$ cat src/rtl/noc_pkg.sv
// Shared NoC packet definitions used by the filter-memory transmitter and the PE receivers.
package noc_pkg;

    localparam int PKT_DATA_W = 13;

    localparam logic [1:0] PKT_TYPE_FILTER = 2'b00;
    localparam logic [1:0] PKT_TYPE_IFMAP  = 2'b01;
    localparam logic [1:0] PKT_TYPE_PSUM   = 2'b10;

    typedef struct packed {
        logic                  rsvd;
        logic [1:0]            dtype;
        logic [7:0]            dst;
        logic [7:0]            idx;
        logic [PKT_DATA_W-1:0] data;
    } noc_pkt_t;

    typedef enum logic {
        RX_LOAD,
        RX_STREAM
    } rx_state_t;

    // Counter width for a modulo-n counter, never narrower than one bit.
    function automatic int cnt_width(input int n);
        return (n > 1) ? $clog2(n) : 1;
    endfunction

endpackage

$ cat src/rtl/pe_filter_rx_if.sv
// Packet-in / weight-out handshake bundle between the NoC, the filter receiver and the MAC.
interface pe_filter_rx_if #(
    parameter int WIDTH_DATA = 13
);
    logic                  in_valid;
    logic                  in_ready;
    logic [31:0]           in_pkt;

    logic                  out_valid;
    logic                  out_ready;
    logic [WIDTH_DATA-1:0] out_data;
    logic [7:0]            out_idx;
    logic                  out_last;

    modport master (
        output in_valid, in_pkt, out_ready,
        input  in_ready, out_valid, out_data, out_idx, out_last
    );

    modport slave (
        input  in_valid, in_pkt, out_ready,
        output in_ready, out_valid, out_data, out_idx, out_last
    );
endinterface

$ cat src/rtl/noc_pkt_decode.sv
// Combinational unpack of a NoC packet plus the keep/drop verdict for this PE's filter row.
module noc_pkt_decode
    import noc_pkg::*;
#(
    parameter int WIDTH_F = 5
) (
    input  logic [31:0]           raw,
    input  logic [7:0]            my_addr,
    output logic [7:0]            idx,
    output logic [PKT_DATA_W-1:0] data,
    output logic                  keep
);
    localparam logic [7:0] IDX_LIMIT = 8'(WIDTH_F);

    noc_pkt_t pkt;

    assign pkt  = noc_pkt_t'(raw);
    assign idx  = pkt.idx;
    assign data = pkt.data;

    always_comb begin
        // NOTE: default first so every path assigns keep; a missing else would infer a latch.
        keep = 1'b0;
        if (!pkt.rsvd && pkt.dtype == PKT_TYPE_FILTER &&
            pkt.dst == my_addr && pkt.idx < IDX_LIMIT)
            keep = 1'b1;
    end
endmodule

$ cat src/rtl/pe_filter_rx.sv
// PE filter-row receiver: collects WIDTH_F weights from NoC packets, then streams the row
// to the MAC NUM_PASS times before re-arming for the next row.
module pe_filter_rx
    import noc_pkg::*;
#(
    parameter int WIDTH_DATA = 13,
    parameter int WIDTH_F    = 5,
    parameter int NUM_PASS   = 3
) (
    input  logic                clk,
    input  logic                rst_n,
    input  logic [7:0]          my_addr,
    input  logic                flush,
    pe_filter_rx_if.slave       bus,
    output logic                row_loaded,
    output logic                err,
    output logic [7:0]          drop_cnt
);
    localparam int COL_W  = cnt_width(WIDTH_F);
    localparam int PASS_W = cnt_width(NUM_PASS);
    localparam logic [COL_W-1:0]  COL_LAST  = COL_W'(WIDTH_F - 1);
    localparam logic [PASS_W-1:0] PASS_LAST = PASS_W'(NUM_PASS - 1);

    rx_state_t             state;
    logic [WIDTH_DATA-1:0] row_buf [WIDTH_F];
    logic [WIDTH_F-1:0]    mask;
    logic [WIDTH_F-1:0]    mask_set;
    logic [COL_W-1:0]      col;
    logic [PASS_W-1:0]     pass;

    logic [7:0]            pkt_idx;
    logic [PKT_DATA_W-1:0] pkt_data;
    logic                  keep;
    logic                  in_fire;
    logic                  out_fire;
    logic                  at_last;

    noc_pkt_decode #(.WIDTH_F(WIDTH_F)) u_decode (
        .raw     (bus.in_pkt),
        .my_addr (my_addr),
        .idx     (pkt_idx),
        .data    (pkt_data),
        .keep    (keep)
    );

    // flush masks in_ready so a packet offered alongside it is never consumed.
    assign bus.in_ready  = (state == RX_LOAD) && !flush;
    assign in_fire       = bus.in_valid && bus.in_ready;

    assign at_last       = (col == COL_LAST) && (pass == PASS_LAST);
    assign bus.out_valid = (state == RX_STREAM);
    assign out_fire      = bus.out_valid && bus.out_ready;
    assign bus.out_data  = row_buf[col];
    assign bus.out_idx   = 8'(col);
    assign bus.out_last  = bus.out_valid && at_last;
    assign row_loaded    = (state == RX_STREAM);

    // Only meaningful when keep is set, which already bounds pkt_idx below WIDTH_F.
    assign mask_set = mask | (WIDTH_F'(1) << pkt_idx);

    always_ff @(posedge clk or negedge rst_n) begin
        if (!rst_n) begin
            // NOTE: state registers take non-blocking assignments so every flop samples pre-edge values.
            state    <= RX_LOAD;
            mask     <= '0;
            col      <= '0;
            pass     <= '0;
            err      <= 1'b0;
            drop_cnt <= '0;
            // NOTE: the row buffer is reset deliberately so no stale weights survive reset.
            for (int i = 0; i < WIDTH_F; i++)
                row_buf[i] <= '0;
        end else if (flush) begin
            mask  <= '0;
            col   <= '0;
            pass  <= '0;
            state <= RX_LOAD;
        end else begin
            case (state)
                RX_LOAD: begin
                    if (in_fire) begin
                        if (keep) begin
                            row_buf[pkt_idx[COL_W-1:0]] <= WIDTH_DATA'(pkt_data);
                            mask <= mask_set;
                            if (&mask_set) begin
                                state <= RX_STREAM;
                                col   <= '0;
                                pass  <= '0;
                            end
                        end else begin
                            err <= 1'b1;
                            if (drop_cnt != 8'hFF)
                                drop_cnt <= drop_cnt + 8'd1;
                        end
                    end
                end
                RX_STREAM: begin
                    if (out_fire) begin
                        if (at_last) begin
                            mask  <= '0;
                            col   <= '0;
                            pass  <= '0;
                            state <= RX_LOAD;
                        end else if (col == COL_LAST) begin
                            col  <= '0;
                            pass <= pass + 1'b1;
                        end else begin
                            col <= col + 1'b1;
                        end
                    end
                end
                default: state <= RX_LOAD;
            endcase
        end
    end
endmodule

$ cat src/flat_wrapper.sv
// flat-port wrapper written by rule: the top's interface ports become plain ports
module pe_filter_rx_flat import noc_pkg::*;
#(
    parameter int WIDTH_DATA = 13,
    parameter int WIDTH_F    = 5,
    parameter int NUM_PASS   = 3
)
  (clk, rst_n, my_addr, flush, row_loaded, err, drop_cnt, bus_in_valid, bus_in_pkt, bus_out_ready, bus_in_ready, bus_out_valid, bus_out_data, bus_out_idx, bus_out_last);
  pe_filter_rx_if #(.WIDTH_DATA(WIDTH_DATA)) bus_i ();
  input  logic clk;
  input  logic rst_n;
  input  logic [7:0] my_addr;
  input  logic flush;
  output logic row_loaded;
  output logic err;
  output logic [7:0] drop_cnt;
  input wire logic [$bits(bus_i.in_valid)-1:0] bus_in_valid;
  input wire logic [$bits(bus_i.in_pkt)-1:0] bus_in_pkt;
  input wire logic [$bits(bus_i.out_ready)-1:0] bus_out_ready;
  output wire logic [$bits(bus_i.in_ready)-1:0] bus_in_ready;
  output wire logic [$bits(bus_i.out_valid)-1:0] bus_out_valid;
  output wire logic [$bits(bus_i.out_data)-1:0] bus_out_data;
  output wire logic [$bits(bus_i.out_idx)-1:0] bus_out_idx;
  output wire logic [$bits(bus_i.out_last)-1:0] bus_out_last;
  assign bus_i.in_valid = bus_in_valid;
  assign bus_i.in_pkt = bus_in_pkt;
  assign bus_i.out_ready = bus_out_ready;
  assign bus_in_ready = bus_i.in_ready;
  assign bus_out_valid = bus_i.out_valid;
  assign bus_out_data = bus_i.out_data;
  assign bus_out_idx = bus_i.out_idx;
  assign bus_out_last = bus_i.out_last;
  pe_filter_rx #(.WIDTH_DATA(WIDTH_DATA), .WIDTH_F(WIDTH_F), .NUM_PASS(NUM_PASS)) u_core (.clk(clk), .rst_n(rst_n), .my_addr(my_addr), .flush(flush), .bus(bus_i), .row_loaded(row_loaded), .err(err), .drop_cnt(drop_cnt));
endmodule
$ cat config.mk
export PLATFORM = sky130hd
export DESIGN_NAME = pe_filter_rx_flat
export DESIGN_NICKNAME = d
export VERILOG_FILES = /design/src/rtl/noc_pkg.sv /design/src/rtl/pe_filter_rx_if.sv /design/src/rtl/noc_pkt_decode.sv /design/src/rtl/pe_filter_rx.sv /design/src/flat_wrapper.sv
export SDC_FILE = /design/constraint.sdc
export NUM_CORES = 1
export LEC_CHECK = 0
export ABC_CLOCK_PERIOD_IN_PS = 6800
export CORE_MARGIN = 2
export CORE_UTILIZATION = 45
export CTS_CLUSTER_DIAMETER = 150
export CTS_CLUSTER_SIZE = 24
export DETAILED_ROUTE_END_ITERATION = 10
export PLACE_DENSITY = 0.71
export SETUP_SLACK_MARGIN = 0.02
export SLEW_MARGIN = 0
export SYNTH_ARGS = -nofsm -noshare
export SYNTH_HDL_FRONTEND = slang
export SYNTH_SLANG_ARGS = --single-unit
$ cat constraint.sdc
create_clock -name clk -period 6.8 [get_ports clk]
set_clock_uncertainty 0.05 [all_clocks]
set_input_delay 1.36 -clock clk [delete_from_list [all_inputs] [get_ports clk]]
set_output_delay 1.36 -clock clk [all_outputs]
set_load 0.05 [all_outputs]
Word level (Yosys, flattened, before mapping)
Index checks and enable logic that the tools add are counted.

Bits of input ports: 45. Word-level logic and storage cells: 90. Output and inout bits: 34. Bits in registers: 85.

Muxes and demuxes: 36. Shift-type cells: 1. $add $sub $neg: 3. Magnitude comparators: 4. Eq/ne operators: 10. Bitwise operators: 6. Reduce and logical (&&, ||, !) cells: 19.

Operator list (number): $bwmux W65 (1); $bmux W13 S3 (1); $demux W13 S3 (1); $mux W13 (3); $mux W5 (5); $mux W3 (7); $reduce_and A4 Y1 (4); $reduce_and A5 Y1 (3); $mux W2 (7); $pmux W5 S2 (1); $logic_and A1 B1 Y1 (9); $ne A3 B3 Y1 const B (3); $add A8 B1 Y8 const B (1); $eq A8 B8 Y1 (1); $ge A4 B4 Y1 const B (2); $lt A8 B3 Y1 const B (1); $ne A8 B8 Y1 const B (1); $not A3 Y4 (2); $shl A1 B8 Y5 const A (1); $mux W1 (7); $ne A3 B2 Y1 const B (2); $pmux W3 S2 (1); $or A5 B5 Y5 (1); $lt A4 B1 Y1 const B (1); other kinds (10) (13).

Depth between registers and ports, before layout
Depth in word-level cells: 9. Depth in mapped cells: 9. Gate-level depth less buffers: 7.

Cells and area by module
Synthesis repeated with hierarchy kept, for this count alone.

Cells, all modules: 325. Area total of the unflattened synthesis: 4359.2 um2.

By module, submodules not included: pe_filter_rx (cells each 289, area an instance 4073.9 um2, instances 1, sequential area each 2127.0 um2); noc_pkt_decode (cells each 36, area an instance 285.3 um2, instances 1, sequential area each 0.0 um2).

Worst setup path before layout
No wires, ideal clock.

Path kind: register -> output. Start: register u_core.col[0]. End: output bus_out_data[10]. Buffers on the path: 2. Slack: 2962 ps. Stages on the path, launching flop included: 5. Arrival time: 2428 ps. Required time: 5390 ps. Cell sequence: dfrtp_1 > clkbuf_1 > buf_1 > mux4_2 > a22o_1.

Longest elaborated chain between the ends: 4.

RTL lines: start, declared (RTL line pe_filter_rx.sv:28) `logic [COL_W-1:0] col;`; start signal, assigned (RTL line pe_filter_rx.sv:108) `col <= col + 1'b1;`; $not A3 Y4 (implied by the code) (RTL line pe_filter_rx.sv:53) `assign bus.out_data = row_buf[col];`; $bmux W13 S3 (RTL line pe_filter_rx.sv:53); $mux W13 (implied by the code) (2 in a row) (RTL line pe_filter_rx.sv:53); end, declared (RTL line flat_wrapper.sv:22) `output wire logic [$bits(bus_i.out_data)-1:0] bus_out_data;`.

No other way between the ends. The select of a mux whose other input is x is not followed.

Worst setup path after layout
Start: register u_core.col[0]. End: output bus_out_data[11].

Same word-level chain as after synthesis.

==> impl_metrics.yaml <==
outcome:
  status: "finished clean"
sta:
  layout_min_cycle_time_ns: 4.34
  setup_tns_ns: 0
  drv_slew: 0
  hold_violations: 0
  rsz0062_at_grt: "no"
  finalWorstSetupSlack_ns: 2.46
  max_freq_mhz: 231
  period_share_pct: 63.8
  slew_headroom_pct: 29.5
  worstMarginPinSlew_ns: 1.06
  setup_viol: 0
critical_path:
  cp_slowest_cell: "dfrtp_1"
  reg2reg_slack_ns: 4.37
  cp.required_ns: 5.39
  startpoint_type: "flip-flop"
  cp_max_fo: 17
  worstSetupEndpoint: "bus_out_data[11]"
  critical_path_class: "reg -> out"
  timing.rr.start: "u_core.col[0]"
  end_kind: "primary output"
  crit_chain: "mux4_2, a22o_1, clkdlybuf4s50_1"
  rr_worst_depth: 6
  crit_path_start: "u_core.col[0]"
  r2r_end: "u_core.bus.out_valid"
  crit_arrival_ns: 2.93
  critical-path-max-stage-delay_ns: 1.03
layout:
  antennaDiodeCount: 0
  drive_gt1_share_pct: 27.7
  nNetsFinal: 418
  fillers: 751
  design_area_um2: 5050
  synthToLayoutAreaGrowth_pct: 22.9
  finalCoreUtilization_pct: 57.4
synthesis:
  seq_area_frac_synth_pct: 51.7
  yosysWarnings: 0
  synth.avg_cell_area_um2: 13.7
  mappedNetlistArea_um2: 4110
  synth-edff-count: 0
  synthDistinctLibCells: 46
  synth_cells: 300
  synth_seq_cells: 85
  ys.flop_type: "dfrtp_1"
  synthArstFlopShare_pct: 100
floorplanning:
  die_y_um: 99.6
  die_w_um: 99.6
  core_area_um2: 8810
  num_rows: 34
  io_pins: 79
  start_util_pct: 46.7
  dieArea_um2: 9920
detailed_routing:
  avgRoutedWirePerCell_um: 17.7
  postRouteAntennaNets: 0
  drc_errors: 0
  num_vias: 2670
  drt_iter0_markers: 67
  vias_per_cell: 5.53
  drt-pass1-iter-count: 4
  postRouteWirelength_um: 8540
global_route:
  grt-ovfl-total: 0
  grt_pass1_wl_um: 14100
  grt_pass1_vias: 2801
  grt_max_degree: 86
  antenna_found_initial: 0
  grtUsageTotal_pct: 18.4
clock_tree:
  clockBufferDepth: 2
  hold_buffers: 0
  ctsResizeCount: 0
  path_clk_slew_ns: 0.08
  htreeDepth: 3
  clock_sinks: 85
  cts_buffers: 9
  cts_setup_buffers: 0
  cts_tree: "built"
  clock-root-buffer: "clkbuf_8"
  worstSkewPairLatency_ns: 0.36
run:
  maxCapViolCount: 0
placement:
  hpwlAfterDp_um: 5670
  place_area_um2: 4860
  portBuffers: 73
  gp_congestion: 0.783
  dp_slack_ns: 2.42
min_path:
  hold_path.class: "reg -> reg"
power:
  peakVddDrop_v: 0.000125
  leakagePower_uw: 0.00234
  p_per_area_nw_per_um2: 218
## how the worst min path moves through the flow
stage,start,end,slack [ns],depth (start not counted)
after CTS,u_core.err,u_core.err,0.42,1
final,u_core.err,u_core.err,0.42,1
after global routing,u_core.err,u_core.err,0.45,1
after detailed placement,u_core.err,u_core.err,0.40,1
after global placement,u_core.err,u_core.err,0.40,1
after floorplan,u_core.pass[1],u_core.pass[1],0.40,1
## cells in the final DEF, fill, tap and decap left out, drive strengths merged, types with 2 or more instances in the layout
cell type | Yosys | final
nor3 | 3 | 3
a21oi | 6 | 6
o21ai | 7 | 7
xnor2 | 8 | 8
and2 | 2 | 2
mux4 | 13 | 13
conb | 1 | 5
a21o | 2 | 2
nor4b | 2 | 2
mux2i | 2 | 2
nand3 | 8 | 8
nor2 | 9 | 9
nor4 | 2 | 2
nand3b | 2 | 2
clkdlybuf4s50 | 0 | 72
xor2 | 6 | 6
clkinv | 0 | 2
a31oi | 5 | 5
buf | 14 | 2
clkbuf | 5 | 12
and4b | 2 | 2
inv | 6 | 6
dfrtp | 85 | 85
ha | 3 | 3
nor3b | 2 | 2
nand2 | 14 | 14
a22o | 13 | 13
mux2 | 67 | 67
## flip-flops by register name, summed over array words and instances, names as in the netlist
signal / flops
u_core.bus.out_valid: 1
u_core.col: 3
u_core.drop_cnt: 8
u_core.err: 1
u_core.mask: 5
u_core.pass: 2
u_core.row_buf: 65
## layer usage
| metal | up-vias | global-route usage, % | part of all wire (%) |
|---|---|---|---|
| met5 | - | 0 | 0 |
| met4 | 0 | 6.43 | 1.5 |
| met3 | 9 | 4.50 | 5.7 |
| met2 | 75 | 31.3 | 50 |
| met1 | 1357 | 23.1 | 43 |
| li1 | 1229 | - | - |
## metrics by stage
step / total power (µW) / instances / hold slack (ns)
final: 1100 / 483 / 0.420
after global routing: 1150 / 483 / 0.453
after CTS: 1110 / 483 / 0.423
after detailed placement: 762 / 467 / 0.405
after global placement: 756 / 467 / 0.401
after floorplan: 671 / 304 / 0.401
## where the power goes
part / internal [µW] / leakage, µW / switching (µW)
Combinational: 78.0 / 0.00107 / 126
Clock: 179 / 0.0000964 / 174
Sequential: 524 / 0.00117 / 20.4
## final cells by class
type | instances | area, µm² | area share (%)
clock buffers | 12 | 145 | 2.87
clock inverters | 4 | 47.5 | 0.941
inverters | 6 | 22.5 | 0.446
multi-input cells | 194 | 1840 | 36.4
flip-flops and latches | 85 | 2130 | 42.1
well taps | 108 | 135 | 2.67
repair buffers | 74 | 736 | 14.6
## cell families (layout without fill, tap and decap cells)
group | count (synthesis) | in the layout | synth area share [%]
and+or+nand+nor | 55 | 55 | 8.55
xor gates and xnor gates | 14 | 14 | 2.98
muxes | 82 | 82 | 26.0
adders and majority gates | 3 | 3 | 0.913
DFF | 85 | 85 | 51.7
AOI/OAI and AO/OA | 35 | 35 | 5.87
other | 1 | 5 | 0.0912
buffers and inverters | 25 | 96 | 3.89
## synth_stat cells, drive strengths merged (2+ instances only)
master | number | area (µm²)
a21o | 2 | 15.0
xnor2 | 8 | 70.1
xor2 | 6 | 52.6
nor3b | 2 | 15.0
and4b | 2 | 20.0
nand3 | 8 | 50.1
nor4b | 2 | 32.5
nand2 | 14 | 52.6
clkbuf | 5 | 18.8
inv | 6 | 22.5
mux4 | 13 | 293
buf | 14 | 119
a22o | 13 | 114
nor3 | 3 | 15.0
dfrtp | 85 | 2130
a31oi | 5 | 31.3
mux2i | 2 | 20.0
nor2 | 9 | 41.3
a21oi | 6 | 30.0
o21ai | 7 | 35.0
ha | 3 | 37.5
nand3b | 2 | 18.8
and2 | 2 | 12.5
nor4 | 2 | 27.5
mux2 | 67 | 754
## critical path, delay by kind of cell (launching register included)
kind / cells / cell delay [ns]
mux: 1 / 0.60
compound gates: 1 / 0.24
flops: 1 / 1.03
buf+inv: 1 / 0.70
(Power assumes the default switching activity.)
==> variant: new RTL, same settings <==
Put one more register stage on the output `err`, without a reset. The value now appears one clock later. The other outputs are not delayed to match.
--- a/src/rtl/pe_filter_rx.sv
+++ b/src/rtl/pe_filter_rx.sv
@@ -20,6 +20,8 @@
     localparam int PASS_W = cnt_width(NUM_PASS);
     localparam logic [COL_W-1:0]  COL_LAST  = COL_W'(WIDTH_F - 1);
     localparam logic [PASS_W-1:0] PASS_LAST = PASS_W'(NUM_PASS - 1);
+
+    logic err_s0;
 
     rx_state_t             state;
     logic [WIDTH_DATA-1:0] row_buf [WIDTH_F];
@@ -65,7 +67,7 @@
             mask     <= '0;
             col      <= '0;
             pass     <= '0;
-            err      <= 1'b0;
+            err_s0   <= 1'b0;
             drop_cnt <= '0;
             // NOTE: the row buffer is reset deliberately so no stale weights survive reset.
             for (int i = 0; i < WIDTH_F; i++)
@@ -88,7 +90,7 @@
                                 pass  <= '0;
                             end
                         end else begin
-                            err <= 1'b1;
+                            err_s0 <= 1'b1;
                             if (drop_cnt != 8'hFF)
                                 drop_cnt <= drop_cnt + 8'd1;
                         end
@@ -113,5 +115,9 @@
             endcase
         end
     end
+    always_ff @(posedge clk) begin
+        err <= err_s0;
+    end
+
 endmodule
 
Function: changed (a bounded check fails within 4 cycles, from zero or initial values and one cycle with rst_n low).
==> variant against the unedited design <==
Power barely moved; wire length is 4.1% higher; combinational power is 4% lower; via count rose by 6.3%; design area rose by 1.8%; sequential power increased by 0.9%; critical path depth rose by 2; sequential cell count increased by 1; area after synthesis up 1.8%; core utilization is 0.92 points lower; setup slack worse by 0.15 ns; largest power group unchanged.
==> variant: results (changes against the unedited design) <==
stage;metric;value;unit;change
pwr;swShare;29.58;%;+0.49 points
route;routedWlPerCell;17.06;um;-3.5%
worst_setup_path;cp_data_arrival_time;3.08;ns;+0.15 ns
worst_setup_path;critPathSlowestCell;clkdlybuf4s50_1;;
route;wl_met1;3915;um;+6.6%
route;initialDrtViolationCount;141;;+110%
placement;place_area;4952;sq um;+1.9%
layout;final_cells;521;;+7.9%
layout;final_layout_size_suffix_gt1_share;23.90;%;-3.8 points
pwr;comb_power_share;17.8;%;-0.8 points
hold_path;min_path_cells;0;;-1
logic_synthesis;syn_inst;337;;+12%
logic_synthesis;ys_top_cells_by_area;dfrtp_1 51%, mux2_2 18%, mux4_2 7.0%;;
logic_synthesis;synth.distinct_cells;39;;-15%
sta;slew_headroom;29.64;%;+0.15 points
worst_setup_path;slowest_delay;0.86;ns;-0.17 ns
global_route;use_met2;30.61;%;-0.73 points
worst_setup_path;reg2regPathDepth;8;;+2
hold_path;hold_end;u_core.err;;
route;wl_met3;434;um;-11%
layout;fin_nets;453;;+8.4%
global_route;grt_use_met1;25.93;%;+2.8 points
worst_setup_path;crit_family;buffers and inverters;;
global_route;grt_pass1_wl;14790;um;+4.8%
pwr;seq-power;0.550;mW;+0.9%
sta;setup_ws;2.309;ns;-0.1541 ns
worst_setup_path;rrSetupSlack;4.13;ns;-0.24 ns
pwr;p_per_area;214.1;nW/um^2;-1.8%
layout;fill_cells;787;;+4.8%
logic_synthesis;synthArstFlopShare;98.84;%;-1.2 points
placement;dp_hpwl;5995;um;+5.7%
worst_setup_path;crit_path_end;bus_out_data[12];;
route;post_drt_via_cell_ratio;5.445;;-1.5%
sta;hold_ws;0.3281;ns;-0.09235 ns
outcome;outcome;finished clean;;
variant: cell types whose count changed in the layout (fill, tap and decap cells not counted), sizes merged, moves of 8 or more:
cell / before / now
a22o: 13 / 0
inv: 6 / 20
nand2: 14 / 31
nand4: 1 / 9
o21ai: 7 / 20
variant: kinds of logic after synthesis:
logic type | Yosys count | synth area share (%)
AND/OR/NAND/NOR | 73 | 9.449
multiplexers | 80 | 25.03
flip-flops | 86 | 51.32
buffers and inverters | 39 | 4.426
other | 1 | 0.08963
AO/OA/AOI/OAI | 41 | 5.861
adder cells (fa/ha/maj) | 3 | 0.8972
XOR/XNOR | 14 | 2.931
variant: area by class of cell:
class	instances	area (sq um)	share of cell area, %
clock buffers	11	131.4	2.555
clock inverters	5	58.81	1.144
flip-flops and latches	86	2147	41.75
repair buffers	73	728.2	14.16
multi-input cells	216	1867	36.30
well taps	111	138.9	2.701
inverters	19	71.32	1.387
